File: config.mk
export PLATFORM = sky130hd
export DESIGN_NAME = sdram_port_arbiter
export DESIGN_NICKNAME = d
export VERILOG_FILES = /design/src/rtl/sdram_port_arbiter.sv
export SDC_FILE = /design/constraint.sdc
export NUM_CORES = 1
export LEC_CHECK = 0
export BUFFER_PORTS_ARGS = -buffer_cell sky130_fd_sc_hd__buf_2
export CORE_MARGIN = 1.5
export CORE_UTILIZATION = 45
export DETAILED_ROUTE_END_ITERATION = 7
export MAX_ROUTING_LAYER = met4
export PLACE_DENSITY_LB_ADDON = 0.05
export SLEW_MARGIN = 40
export SYNTH_ARGS = -nofsm -noshare
export SYNTH_HDL_FRONTEND = slang
export SYNTH_SLANG_ARGS = --single-unit
File: constraint.sdc
create_clock -name clk -period 2.9 [get_ports clk]
set_input_delay 0.145 -clock clk [delete_from_list [all_inputs] [get_ports clk]]
set_output_delay 0.145 -clock clk [all_outputs]
set_load 0.01 [all_outputs]
File: src/rtl/sdram_port_arbiter.sv
// sdram_port_arbiter: three-port request sequencer in front of a single-port SDRAM controller.
// Ports: clk/reset (sync, active-high); pN_req/pN_we/pN_addr/pN_din in and pN_ack/pN_dout out
// for N=0 video, 1 CPU, 2 DMA; sd_addr/sd_din/sd_we/sd_ce/sd_refresh out to the controller,
// sd_dout in from it; busy high during init wait or any active slot.
// Each CYCLE_LEN-clock slot carries one ce or refresh strobe, high for its first half.
// Define ROUND_ROBIN_EN to alternate port1/port2 on ties (port0 keeps absolute priority);
// otherwise priority is fixed port0 > port1 > port2.
module sdram_port_arbiter #(
  parameter int CYCLE_LEN = 8,
  parameter int DATA_LAT = 6,
  parameter int REFRESH_INTERVAL = 500,
  parameter int INIT_WAIT = 288
) (
  input  logic        clk,
  input  logic        reset,
  input  logic        p0_req,
  input  logic        p0_we,
  input  logic [24:0] p0_addr,
  input  logic [7:0]  p0_din,
  output logic        p0_ack,
  output logic [7:0]  p0_dout,
  input  logic        p1_req,
  input  logic        p1_we,
  input  logic [24:0] p1_addr,
  input  logic [7:0]  p1_din,
  output logic        p1_ack,
  output logic [7:0]  p1_dout,
  input  logic        p2_req,
  input  logic        p2_we,
  input  logic [24:0] p2_addr,
  input  logic [7:0]  p2_din,
  output logic        p2_ack,
  output logic [7:0]  p2_dout,
  output logic [24:0] sd_addr,
  output logic [7:0]  sd_din,
  output logic        sd_we,
  output logic        sd_ce,
  output logic        sd_refresh,
  input  logic [7:0]  sd_dout,
  output logic        busy
);
  localparam int SW = $clog2(CYCLE_LEN);
  localparam int RW = $clog2(REFRESH_INTERVAL);
  localparam int IW = $clog2(INIT_WAIT + 1);
  typedef enum logic [1:0] {INIT, IDLE, ACCESS, REFRESH} state_t;
  state_t state, state_n;
  logic [SW-1:0] slot, slot_n;
  logic [RW-1:0] ref_cnt;
  logic [IW-1:0] init_cnt;
  logic pending, wrap, arb, any_req, grant, ref_grant;
  logic [1:0] port, sel_port;
  logic [2:0] ack;
  logic [7:0] dout [3];
`ifdef ROUND_ROBIN_EN
  logic last_p2;
`endif
  // arb is true wherever a new slot may be granted: idle, or the last clock of a slot
  always_comb begin
    any_req = p0_req | p1_req | p2_req;
    arb = state == IDLE || ((state == ACCESS || state == REFRESH) && slot == SW'(CYCLE_LEN - 1));
`ifdef ROUND_ROBIN_EN
    sel_port = p0_req ? 2'd0 : (p1_req && (!p2_req || last_p2)) ? 2'd1 : 2'd2;
`else
    sel_port = p0_req ? 2'd0 : p1_req ? 2'd1 : 2'd2;
`endif
    wrap = ref_cnt == RW'(REFRESH_INTERVAL - 1);
    ref_grant = arb && pending;
    grant = arb && !pending && any_req;
    state_n = state == INIT ? (init_cnt == '0 ? IDLE : INIT) :
              !arb ? state : pending ? REFRESH : any_req ? ACCESS : IDLE;
    slot_n = arb ? '0 : slot + 1'b1;
  end
  always_ff @(posedge clk) begin
    if (reset) begin
      state <= INIT;
      init_cnt <= IW'(INIT_WAIT);
      slot <= '0;
      ref_cnt <= '0;
      pending <= 1'b0;
      port <= '0;
      ack <= '0;
      dout <= '{default: '0};
      sd_addr <= '0;
      sd_din <= '0;
      sd_we <= 1'b0;
      sd_ce <= 1'b0;
      sd_refresh <= 1'b0;
      busy <= 1'b0;
`ifdef ROUND_ROBIN_EN
      last_p2 <= 1'b1;
`endif
    end else begin
      state <= state_n;
      slot <= slot_n;
      if (state == INIT && init_cnt != '0) init_cnt <= init_cnt - 1'b1;
      ref_cnt <= wrap ? '0 : ref_cnt + 1'b1;
      // a new wrap beats the clear so a refresh due on the grant clock is not lost
      pending <= wrap || (pending && !ref_grant);
      // strobes are registered from next state so each slot yields one clean edge
      sd_ce <= state_n == ACCESS && slot_n < SW'(CYCLE_LEN / 2);
      sd_refresh <= state_n == REFRESH && slot_n < SW'(CYCLE_LEN / 2);
      busy <= state_n != IDLE;
      ack <= '0;
      if (state == ACCESS && slot == SW'(DATA_LAT)) begin
        ack[port] <= 1'b1;
        if (!sd_we) dout[port] <= sd_dout;
      end
      if (ref_grant) sd_we <= 1'b0;
      if (grant) begin
        port <= sel_port;
        sd_addr <= sel_port == 2'd0 ? p0_addr : sel_port == 2'd1 ? p1_addr : p2_addr;
        sd_din <= sel_port == 2'd0 ? p0_din : sel_port == 2'd1 ? p1_din : p2_din;
        sd_we <= sel_port == 2'd0 ? p0_we : sel_port == 2'd1 ? p1_we : p2_we;
`ifdef ROUND_ROBIN_EN
        if (sel_port != 2'd0) last_p2 <= sel_port[1];
`endif
      end
    end
  end
  assign p0_ack = ack[0];
  assign p1_ack = ack[1];
  assign p2_ack = ack[2];
  assign p0_dout = dout[0];
  assign p1_dout = dout[1];
  assign p2_dout = dout[2];
endmodule

==> impl_metrics.toml <==
[cells_and_area]
seq_area_um2 = 1802
antenna_cells = 0
fin_nets = 775
instances_no_fill = 771
multi_input_area_um2 = 2247
n_fill_cell = 847
area_growth_pct = 30.56
final_cell_area_um2 = 5474
drive_gt1_share_pct = 32.73

[hold_path]
hold_class = "primary input to flip-flop"
hold_end = "p2_dout[7]"
min_path_cells = 3
min_from = "sd_dout[7]"

[floorplan]
core_area_um2 = 9153
num_rows = 35
die_x_um = 99.53
die_h_um = 99.53
initial_core_util_pct = 45.81
ios = 179
die_area_um2 = 9905

[critical_path]
critPathRequiredTime_ns = 3.14
slowest_delay_ns = 0.52
worst-r2r-cell-count = 6
slowest_stage = "or4b_4"
crit_type = "flip-flop to flip-flop"
crit_path_start_kind = "flip-flop"
cp.arrival_ns = 2.31
cp-end-kind = "flip-flop"
cp_max_fo = 9
timing.rr.end = "init_cnt[5]"
r2r-start = "init_cnt[0]"
r2r_setup_slack_ns = 0.83
crit_chain = "inv_1 > ha_1 > or4b_4 > o31ai_4 > nor3_1 > or3b_1"

[logic_synthesis]
synth_area_um2 = 4193
ys.flop_type = "dfxtp_1"
async_reset_ff_share_pct = 0
synth_top_area_share_pct = 42.97
yosysMostFrequentCell = "dfxtp_1"
ys_ff_latch = 90
yosys-top-cells-area = "dfxtp_1 (43%), mux2i_1 (14%), nand2_1 (7.3%), nor2_1 (4.3%), o21ai_0 (4.2%)"
yosysWarnings = 0
synth_top_cells_by_count = "dfxtp_1 (90), nand2_1 (81), mux2i_1 (58)"
synth-seq-area-share_pct = 42.97
synth_cells = 480
synth_edf_count = 0
syn_nets = 600
synth_cell_type_count = 52
avgSynthCellArea_um2 = 8.735
yosys.area.top_type = "dfxtp_1"

[global_route]
grt_pass1_vias = 3624
grt_max_degree = 45
antenna_found_initial = 0
grt_pass1_wl_um = 16880
grt_usage_pct = 21.70
overflow = 0

[clock_network]
htree_levels = 3
ctsRootBufferMaster = "clkbuf_8"
ctsResizeCount = 0
numClockSinks = 90
clock_latency_ns = 0.35
cts.path.max_buffers = 2
cts_tree = "yes"
cts_made_buffers = 9
clkTransAtPathRegs_ns = 0.09

[detailed_routing]
totalWireLength_um = 10510
route.detailed.drc = 0
wl_met2_um = 5024
wire_per_inst_um = 13.63
highest_layer = "met4"
vias_per_cell = 5.113
antenna_left = 0
wl_met1_um = 4762
routed-wl-met3_um = 469
initialDrtViolationCount = 100
via_count = 3942
firstDrtPassIters = 5

[run]
cap_violations = 0

[timing]
period_share_pct = 71.23
relSlewSlack_pct = 49.57
final.setup_skew_ns = 0.008637
finalSetupViolCount = 0
hold_violations = 0
tns_ns = 0
worst_slew_pin_slew_ns = 0.7509
slew_viol_final = 0
max_freq_mhz = 484.1
rsz0062_at_grt = "no"
min_period_ns = 2.066

[placed_design]
dp.cells = 744
gp_congestion = 0.8066
portBuffers = 178
place_hpwl_um = 7570
dpl_cell_area_um2 = 5150

[pwr]
ir_worst_vdd_v = 0.0002918
power_density_nw_per_um2 = 458.8
total_power_w = 0.002511
p_leak_nw = 2.502

[outcome]
status = "completed"
## cell families after synthesis
logic type	count (synthesis)	synth area share, %
simple gates	187	22.08
compound gates	92	13.46
flops	90	42.97
mux	60	14.38
buf+inv	37	3.730
xor+xnor	9	1.880
fa+ha+maj	5	1.492
## critical path, delay by kind of cell (launching register included)
kind / cells / cell delay (ns)
AO/OA/AOI/OAI: 1 / 0.36
buffers and inverters: 1 / 0.09
AND/OR/NAND/NOR: 3 / 0.96
adder cells (fa/ha/maj): 1 / 0.21
flip-flops: 1 / 0.34
## cells in the final DEF, fill, tap and decap left out, types with 3 or more instances in the layout
| cell | synthesis | final |
|---|---|---|
| nor4_1 | 3 | 3 |
| nand2_1 | 81 | 81 |
| dlygate4sd3_1 | 0 | 11 |
| buf_2 | 10 | 178 |
| o31ai_1 | 3 | 3 |
| nor3b_1 | 3 | 3 |
| inv_1 | 5 | 5 |
| buf_4 | 1 | 7 |
| nor2b_1 | 5 | 5 |
| ha_1 | 5 | 5 |
| or3_1 | 3 | 3 |
| a21oi_1 | 30 | 30 |
| clkbuf_8 | 0 | 11 |
| nand3_1 | 5 | 5 |
| o21ai_0 | 35 | 35 |
| nor3_1 | 6 | 6 |
| nor2_1 | 48 | 48 |
| o2bb2ai_1 | 11 | 11 |
| mux2i_1 | 58 | 58 |
| nand2b_1 | 13 | 13 |
| xor2_1 | 5 | 5 |
| dfxtp_1 | 90 | 90 |
| xnor2_1 | 4 | 4 |
## flip-flops by register name (all words and copies together) (netlist names)
signal / count
ack: 3
busy: 1
init_cnt: 9
p0_dout: 8
p1_dout: 8
p2_dout: 8
pending: 1
port: 2
ref_cnt: 9
sd_addr: 25
sd_ce: 1
sd_din: 8
sd_refresh: 1
sd_we: 1
slot: 3
state: 2
## report_power, final
part           internal (W)  switching (W)
clock network      0.000448       0.000438
logic              0.000162       0.000164
registers           0.00127      0.0000309
## layer usage
metal	vias to the layer above	GRT usage, %
met5	-	-
met3	24	3.303
met4	0	9.209
li1	2012	-
met1	1781	26.59
met2	125	35.67
## layout make-up
type | instances | area share (%)
Timing Repair Buffer | 196 | 19.25
Clock inverter | 5 | 1.143
Multi-Input combinational cell | 353 | 41.05
Inverter | 5 | 0.3429
Clock buffer | 11 | 2.766
Sequential cell | 90 | 32.91
Tap cell | 111 | 2.537
## worst max path at each step
stage | start | to | depth (start not counted)
after floorplan | slot[0] | sd_addr[10] | 7
after global placement | init_cnt[0] | init_cnt[5] | 6
after detailed placement | init_cnt[0] | init_cnt[5] | 6
after CTS | init_cnt[0] | init_cnt[5] | 6
after global routing | slot[0] | sd_addr[2] | 7
final | init_cnt[0] | init_cnt[5] | 6
## repair_timing
action / CTS / global route
buffers inserted: 0 / 0
endpoints found under the setup margin: 0 / 0
hold endpoints to repair: 11 / 0
hold buffers: 11 / 0
## stage by stage
step / util, % / setup slack [ns] / hold slack, ns
after floorplan: - / 0.9456 / 0.2619
after global placement: 56.27 / 0.9101 / 0.3462
after detailed placement: 56.27 / 0.8511 / 0.3497
after CTS: 59.81 / 0.8382 / 0.03754
after global routing: 59.81 / 0.5934 / 0.04328
final: 59.81 / 0.8342 / 0.05287
Note: power is estimated with default switching activity, not from simulation.
